===== src/rtl/lobster_dbus_arbiter_if.sv =====
// lobster_dbus_arbiter_if: requester and SRAM command-port signals of the lobster data bus arbiter.
// The master modport is the arbiter's view; the slave modport is the requesters/SRAM side.
interface lobster_dbus_arbiter_if #(
    parameter int ADDR_WIDTH = 36,
    parameter int DATA_WIDTH = 64
);
    logic                  fetch_req;
    logic                  load_req;
    logic                  store_req;
    logic [ADDR_WIDTH-1:0] fetch_addr;
    logic [ADDR_WIDTH-1:0] load_addr;
    logic [ADDR_WIDTH-1:0] store_addr;
    logic [DATA_WIDTH-1:0] store_data;
    logic                  fetch_gnt;
    logic                  load_gnt;
    logic                  store_gnt;
    logic                  fetch_valid;
    logic                  load_valid;
    logic                  store_done;
    logic [DATA_WIDTH-1:0] rsp_data;
    logic                  rsp_err;
    logic                  mem_ce;
    logic                  mem_we;
    logic [ADDR_WIDTH-1:0] mem_addr;
    logic [DATA_WIDTH-1:0] mem_wdata;
    logic [DATA_WIDTH-1:0] mem_rdata;
    logic                  mem_rdy;
    logic [1:0]            dbus_mode;
    logic                  busy;

    modport master (
        input  fetch_req, load_req, store_req, fetch_addr, load_addr, store_addr, store_data,
        input  mem_rdata, mem_rdy,
        output fetch_gnt, load_gnt, store_gnt, fetch_valid, load_valid, store_done,
        output rsp_data, rsp_err, mem_ce, mem_we, mem_addr, mem_wdata, dbus_mode, busy
    );

    modport slave (
        output fetch_req, load_req, store_req, fetch_addr, load_addr, store_addr, store_data,
        output mem_rdata, mem_rdy,
        input  fetch_gnt, load_gnt, store_gnt, fetch_valid, load_valid, store_done,
        input  rsp_data, rsp_err, mem_ce, mem_we, mem_addr, mem_wdata, dbus_mode, busy
    );
endinterface


===== src/rtl/lobster_dbus_arbiter.sv =====
// lobster_dbus_arbiter: shares one SRAM command port between fetch, load and store with timeout abort.
// Define LOBSTER_DBUS_RR_EN for round-robin arbitration; otherwise fixed store > load > fetch.
module lobster_dbus_arbiter #(
    parameter int ADDR_WIDTH = 36,
    parameter int DATA_WIDTH = 64,
    parameter int TIMEOUT    = 255
) (
    input logic clk,
    input logic rst,
    lobster_dbus_arbiter_if.master bus
);
    localparam logic [1:0] S_IDLE   = 2'd0;
    localparam logic [1:0] S_ACCESS = 2'd1;
    localparam logic [1:0] S_RESP   = 2'd2;
    localparam int CW = (TIMEOUT > 0) ? $clog2(TIMEOUT + 1) : 1;
    localparam logic [CW-1:0] LAST_WAIT = CW'((TIMEOUT > 0) ? TIMEOUT - 1 : 0);

    logic [1:0]            r_state;
    logic [1:0]            r_mode;
    logic [CW-1:0]         r_cnt;
    logic [2:0]            w_req;
    logic                  w_any;
    logic [1:0]            w_win;
    logic [1:0]            w_win_mode;
    logic [ADDR_WIDTH-1:0] w_sel_addr;
    logic                  w_abort;

    // requester index: 0 store, 1 load, 2 fetch; bus mode encoding is 3 - index
    assign w_req      = {bus.fetch_req, bus.load_req, bus.store_req};
    assign w_any      = |w_req;
    assign w_win_mode = 2'd3 - w_win;
    assign w_sel_addr = (w_win == 2'd0) ? bus.store_addr : (w_win == 2'd1) ? bus.load_addr : bus.fetch_addr;
    assign w_abort    = (TIMEOUT != 0) && (r_cnt == LAST_WAIT);

`ifdef LOBSTER_DBUS_RR_EN
    logic [1:0] r_ptr;
    logic [1:0] w_rot;
    logic [1:0] w_j;
    logic [2:0] w_sum;

    // rotate so the current highest-priority requester sits at bit 0
    assign w_rot = (r_ptr == 2'd0) ? w_req[1:0] : (r_ptr == 2'd1) ? w_req[2:1] : {w_req[0], w_req[2]};
    assign w_j   = w_rot[0] ? 2'd0 : w_rot[1] ? 2'd1 : 2'd2;
    assign w_sum = 3'(w_j) + 3'(r_ptr);
    assign w_win = (w_sum >= 3'd3) ? 2'(w_sum - 3'd3) : w_sum[1:0];

    always_ff @(posedge clk or negedge rst) begin
        if (!rst)
            r_ptr <= 2'd0;
        else if (r_state == S_IDLE && w_any)
            r_ptr <= (w_win == 2'd2) ? 2'd0 : w_win + 2'd1;
    end
`else
    assign w_win = w_req[0] ? 2'd0 : w_req[1] ? 2'd1 : 2'd2;
`endif

    always_ff @(posedge clk or negedge rst) begin
        if (!rst) begin
            r_state         <= S_IDLE;
            r_mode          <= 2'b00;
            r_cnt           <= '0;
            bus.fetch_gnt   <= 1'b0;
            bus.load_gnt    <= 1'b0;
            bus.store_gnt   <= 1'b0;
            bus.fetch_valid <= 1'b0;
            bus.load_valid  <= 1'b0;
            bus.store_done  <= 1'b0;
            bus.rsp_data    <= '0;
            bus.rsp_err     <= 1'b0;
            bus.mem_ce      <= 1'b0;
            bus.mem_we      <= 1'b0;
            bus.mem_addr    <= '0;
            bus.mem_wdata   <= '0;
            bus.dbus_mode   <= 2'b00;
            bus.busy        <= 1'b0;
        end else begin
            bus.fetch_gnt   <= 1'b0;
            bus.load_gnt    <= 1'b0;
            bus.store_gnt   <= 1'b0;
            bus.fetch_valid <= 1'b0;
            bus.load_valid  <= 1'b0;
            bus.store_done  <= 1'b0;
            bus.rsp_data    <= '0;
            bus.rsp_err     <= 1'b0;
            if (r_state == S_IDLE) begin
                if (w_any) begin
                    r_state       <= S_ACCESS;
                    r_mode        <= w_win_mode;
                    r_cnt         <= '0;
                    bus.store_gnt <= (w_win == 2'd0);
                    bus.load_gnt  <= (w_win == 2'd1);
                    bus.fetch_gnt <= (w_win == 2'd2);
                    bus.mem_ce    <= 1'b1;
                    bus.mem_we    <= (w_win == 2'd0);
                    bus.mem_addr  <= w_sel_addr;
                    bus.mem_wdata <= (w_win == 2'd0) ? bus.store_data : '0;
                    bus.dbus_mode <= w_win_mode;
                    bus.busy      <= 1'b1;
                end
            end else if (r_state == S_ACCESS) begin
                // rdy on the final wait edge still completes without error
                if (bus.mem_rdy || w_abort) begin
                    r_state         <= S_RESP;
                    bus.mem_ce      <= 1'b0;
                    bus.mem_we      <= 1'b0;
                    bus.fetch_valid <= (r_mode == 2'b01);
                    bus.load_valid  <= (r_mode == 2'b10);
                    bus.store_done  <= (r_mode == 2'b11);
                    bus.rsp_data    <= (bus.mem_rdy && r_mode != 2'b11) ? bus.mem_rdata : '0;
                    bus.rsp_err     <= !bus.mem_rdy;
                end else if (TIMEOUT != 0) begin
                    r_cnt <= r_cnt + 1'b1;
                end
            end else begin
                r_state       <= S_IDLE;
                bus.dbus_mode <= 2'b00;
                bus.busy      <= 1'b0;
            end
        end
    end
endmodule


===== src/flat_wrapper.sv =====
// flat-port wrapper written by rule: the top's interface ports become plain ports
module lobster_dbus_arbiter_flat 
#(
    parameter int ADDR_WIDTH = 36,
    parameter int DATA_WIDTH = 64,
    parameter int TIMEOUT    = 255
)
  (clk, rst, bus_fetch_req, bus_load_req, bus_store_req, bus_fetch_addr, bus_load_addr, bus_store_addr, bus_store_data, bus_mem_rdata, bus_mem_rdy, bus_fetch_gnt, bus_load_gnt, bus_store_gnt, bus_fetch_valid, bus_load_valid, bus_store_done, bus_rsp_data, bus_rsp_err, bus_mem_ce, bus_mem_we, bus_mem_addr, bus_mem_wdata, bus_dbus_mode, bus_busy);
  lobster_dbus_arbiter_if #(.ADDR_WIDTH(ADDR_WIDTH), .DATA_WIDTH(DATA_WIDTH)) bus_i ();
  input logic clk;
  input logic rst;
  input wire logic [$bits(bus_i.fetch_req)-1:0] bus_fetch_req;
  input wire logic [$bits(bus_i.load_req)-1:0] bus_load_req;
  input wire logic [$bits(bus_i.store_req)-1:0] bus_store_req;
  input wire logic [$bits(bus_i.fetch_addr)-1:0] bus_fetch_addr;
  input wire logic [$bits(bus_i.load_addr)-1:0] bus_load_addr;
  input wire logic [$bits(bus_i.store_addr)-1:0] bus_store_addr;
  input wire logic [$bits(bus_i.store_data)-1:0] bus_store_data;
  input wire logic [$bits(bus_i.mem_rdata)-1:0] bus_mem_rdata;
  input wire logic [$bits(bus_i.mem_rdy)-1:0] bus_mem_rdy;
  output wire logic [$bits(bus_i.fetch_gnt)-1:0] bus_fetch_gnt;
  output wire logic [$bits(bus_i.load_gnt)-1:0] bus_load_gnt;
  output wire logic [$bits(bus_i.store_gnt)-1:0] bus_store_gnt;
  output wire logic [$bits(bus_i.fetch_valid)-1:0] bus_fetch_valid;
  output wire logic [$bits(bus_i.load_valid)-1:0] bus_load_valid;
  output wire logic [$bits(bus_i.store_done)-1:0] bus_store_done;
  output wire logic [$bits(bus_i.rsp_data)-1:0] bus_rsp_data;
  output wire logic [$bits(bus_i.rsp_err)-1:0] bus_rsp_err;
  output wire logic [$bits(bus_i.mem_ce)-1:0] bus_mem_ce;
  output wire logic [$bits(bus_i.mem_we)-1:0] bus_mem_we;
  output wire logic [$bits(bus_i.mem_addr)-1:0] bus_mem_addr;
  output wire logic [$bits(bus_i.mem_wdata)-1:0] bus_mem_wdata;
  output wire logic [$bits(bus_i.dbus_mode)-1:0] bus_dbus_mode;
  output wire logic [$bits(bus_i.busy)-1:0] bus_busy;
  assign bus_i.fetch_req = bus_fetch_req;
  assign bus_i.load_req = bus_load_req;
  assign bus_i.store_req = bus_store_req;
  assign bus_i.fetch_addr = bus_fetch_addr;
  assign bus_i.load_addr = bus_load_addr;
  assign bus_i.store_addr = bus_store_addr;
  assign bus_i.store_data = bus_store_data;
  assign bus_i.mem_rdata = bus_mem_rdata;
  assign bus_i.mem_rdy = bus_mem_rdy;
  assign bus_fetch_gnt = bus_i.fetch_gnt;
  assign bus_load_gnt = bus_i.load_gnt;
  assign bus_store_gnt = bus_i.store_gnt;
  assign bus_fetch_valid = bus_i.fetch_valid;
  assign bus_load_valid = bus_i.load_valid;
  assign bus_store_done = bus_i.store_done;
  assign bus_rsp_data = bus_i.rsp_data;
  assign bus_rsp_err = bus_i.rsp_err;
  assign bus_mem_ce = bus_i.mem_ce;
  assign bus_mem_we = bus_i.mem_we;
  assign bus_mem_addr = bus_i.mem_addr;
  assign bus_mem_wdata = bus_i.mem_wdata;
  assign bus_dbus_mode = bus_i.dbus_mode;
  assign bus_busy = bus_i.busy;
  lobster_dbus_arbiter #(.ADDR_WIDTH(ADDR_WIDTH), .DATA_WIDTH(DATA_WIDTH), .TIMEOUT(TIMEOUT)) u_core (.clk(clk), .rst(rst), .bus(bus_i));
endmodule

===== config.mk =====
export PLATFORM = sky130hd
export DESIGN_NAME = lobster_dbus_arbiter_flat
export DESIGN_NICKNAME = d
export VERILOG_FILES = /design/src/rtl/lobster_dbus_arbiter_if.sv /design/src/rtl/lobster_dbus_arbiter.sv /design/src/flat_wrapper.sv
export SDC_FILE = /design/constraint.sdc
export NUM_CORES = 1
export LEC_CHECK = 0
export ABC_CLOCK_PERIOD_IN_PS = 4300
export CAP_MARGIN = 20
export CORE_AREA = 10 10 155 157
export DETAILED_ROUTE_END_ITERATION = 8
export DIE_AREA = 0 0 165 167
export PLACE_DENSITY = 0.76
export SYNTH_ARGS = -nofsm -noshare
export SYNTH_HDL_FRONTEND = slang
export SYNTH_SLANG_ARGS = --single-unit

===== constraint.sdc =====
create_clock -name clk -period 4.3 [get_ports clk]
set_input_delay 0.645 -clock clk [delete_from_list [all_inputs] [get_ports clk]]
set_output_delay 0.645 -clock clk [all_outputs]
set_load 0.05 [all_outputs]

==> reports/qor.yml <==
clock_network:
  clk_latency_ps: 430
  ctsHoldBuffers: 0
  clock-sinks: 188
  cts_buffers: 17
  clk_path_buf_depth: 2
  post_cts_buffers: 0
  htreeDepth: 4
  tritoncts: "done"
  cts-root-buf: "clkbuf_16"
  cts.repair.resized: 0
  clkTransAtPathRegs_ps: 80
final_layout:
  final_layout_size_suffix_gt1_share_pct: 4.05
  nets: 1391
  syn_to_final_growth_pct: 64.7
  fin_area_um2: 12600
  nFillCells: 1831
worst_setup_path:
  crit_required_ps: 3650
  start_kind: "register"
  crit_family: "buffers and inverters"
  critical_path.slowest_cell: "clkdlybuf4s50_1"
  path_cells: "clkdlybuf4s50_1"
  critPathCaptureType: "output pin"
  arrival_ps: 1680
  crit_buf_inv: 1
  cp_max_fo: 2
  cpPeakStageDelay_ps: 910
  crit_type: "reg2out"
grt:
  grt_max_degree: 114
  grt_overflow: 0
  use_met1_pct: 21.6
  antenna_found_initial: 1
  grt_pass1_vias: 6740
  grt_first_pass_wirelength_um: 40900
  grt_usage_pct: 19.4
  global_route.usage.met2_pct: 34.2
  busiest_layer: "met2"
  use_met3_pct: 6.63
floorplanning:
  num_rows: 53
  start_util_pct: 36.7
  die-area_um2: 27600
  io_pins: 418
  die_y_um: 167
  die_width_um: 165
  fp.coreArea_um2: 20800
hold_path:
  hold_class: "in2async"
logic_synthesis:
  yosysWarnings: 0
  synth-simple-area-share_pct: 22.3
  ys_ff_latch: 188
  synth_fa_ha_area_share_pct: 0.327
  synth_cells: 760
  synth_cell_types: 38
  synth-async-reset-ratio_pct: 100
  ys_seq_area_share_pct: 61.5
  synth-edff-count: 0
  syn-num-nets: 1004
  synth_top_family_by_area: "simple AND/OR/NAND/NOR gates"
  ys.flop_type: "dfrtp_1"
  netlist_area_um2: 7650
  synth_compound_area_share_pct: 7.63
  synthMuxAreaShare_pct: 4.84
  synth_xor_xnor_area_share_pct: 0
  avgSynthCellArea_um2: 10.1
timing:
  clock_skew_ps: 12.7
  fin_crit_ps: 2330
  slew_headroom_pct: 37.9
  layout_setup_ws_ps: 1970
  fin_crit_sh_pct: 54.1
  fin_tns_setup_ps: 0
  fmax_ghz: 0.430
  finalSetupViolCount: 0
  finalHoldViolCount: 0
  maxSlewViolCount: 0
  tightest_slew_ps: 932
  rsz0062_at_grt: "false"
power:
  leakage_nw: 5.74
  powerDensity_nw_per_um2: 682
  ir_drop_mv: 0.457
placed_design:
  dpl_cell_area_um2: 12000
  gp_congestion: 0.803
  dpl.hpwl_um: 21700
  portBuffers: 417
  pre_cts_slack_ps: 1610
route:
  drt-total-wl_um: 27700
  vias_per_cell: 4.68
  drc: 0
  drt_iter0_drc: 398
  routedWlPerCell_um: 19.3
  drtAntennaViolNets: 0
  first_pass_iters: 5
  via_count: 6717
outcome:
  outcome: "complete, no violations"
job:
  cap_violations: 0
[cells by family (layout without fill, tap and decap cells)]
kind of cell    Yosys count  count (layout)
compound gates          102             102
fa+ha+maj                 2               2
buf+inv                  59             459
flops                   188             188
mux                      37              37
other cells               0               1
simple gates            372             372
[cell usage after synthesis, drive strengths merged (2+ instances only)]
cell type	count	area (um2)
nor3	3	15.0
nand3	70	350
a41oi	2	36.3
o21bai	2	15.0
and2	65	407
nor3b	2	15.0
mux2i	37	370
buf	20	113
o21ai	43	215
inv	4	15.0
nor2b	2	12.5
a31oi	2	12.5
dfrtp	188	4700
and3	2	12.5
ha	2	25.0
nor2	42	165
o31ai	2	28.8
nand2	178	668
nand2b	2	12.5
clkbuf	35	131
a31o	2	17.5
a21oi	45	225
[final cells by class]
| type | instances | area, um2 | share of cell area (%) |
|---|---|---|---|
| Inverter | 4 | 15.0 | 0.119 |
| Clock inverter | 13 | 175 | 1.39 |
| Tap cell | 275 | 344 | 2.73 |
| Timing Repair Buffer | 423 | 4230 | 33.6 |
| Sequential cell | 188 | 4700 | 37.3 |
| Antenna cell | 1 | 2.50 | 0.0199 |
| Clock buffer | 19 | 443 | 3.52 |
| Multi-Input combinational cell | 513 | 2680 | 21.3 |
[per-layer routing]
metal / vias up / part of all wire (%)
li1: 3271 / -
met1: 3147 / 37
met2: 278 / 51
met3: 21 / 9.6
met4: 0 / 1.5
met5: - / 0
[final timing paths]
check,to,slack (ps),from,cells after the start
worst max-delay path,bus_mem_addr[9],1970,u_core.bus.mem_addr[9],1
worst min-delay path,u_core.bus.rsp_data[12],330,rst,1
worst max register to register,u_core.r_cnt[4],2370,u_core.r_state[1],5
worst min register to register,u_core.bus.mem_wdata[51],460,u_core.bus.mem_wdata[51],2
max in group asynchronous,u_core.bus.mem_wdata[33],2950,rst,2
min in group clk,u_core.bus.mem_wdata[51],460,u_core.bus.mem_wdata[51],2
[registers in the layout, summed over array words and instances (netlist names)]
signal                  flops
u_core.bus.load_gnt         1
u_core.bus.mem_ce           1
u_core.bus.mem_addr        36
u_core.bus.fetch_valid      1
u_core.bus.busy             1
u_core.bus.store_done       1
u_core.bus.mem_we           1
u_core.r_cnt                8
u_core.bus.rsp_data        64
u_core.bus.load_valid       1
u_core.bus.fetch_gnt        1
u_core.bus.rsp_err          1
u_core.bus.store_gnt        1
u_core.bus.mem_wdata       64
u_core.bus.dbus_mode        2
u_core.r_mode               2
u_core.r_state              2
[placed cells by master, fill, tap and decap left out, types with 3 or more instances in the layout]
cell type,synthesis,layout
clkinv_8,0,4
clkdlybuf4s50_1,0,414
inv_6,0,3
and2_1,65,65
nand3_1,70,70
inv_1,4,4
nor2_1,41,41
inv_8,0,4
a21oi_1,45,45
dfrtp_1,188,188
mux2i_1,37,37
o21ai_0,43,43
buf_4,3,6
nand2_1,178,178
clkbuf_16,0,17
nor3_1,3,3
[through the flow]
| step | instances | hold slack (ps) | power [mW] | util [%] |
|---|---|---|---|---|
| final | 1436 | 332 | 8.60 | 60.5 |
| after global routing | 1436 | 375 | 9.03 | 60.5 |
| after CTS | 1435 | 378 | 8.70 | 60.5 |
| after detailed placement | 1403 | 455 | 7.07 | 57.5 |
| after global placement | 1403 | 448 | 7.01 | 57.5 |
| after floorplan | 760 | 349 | 5.38 | - |
[where the power goes]
part	internal [mW]	total [mW]	switching [mW]
Combinational	1.39	4.37	2.98
Clock	0.858	1.62	0.760
Sequential	2.31	2.61	0.295
No activity file was read; power rests on OpenSTA's default activity.
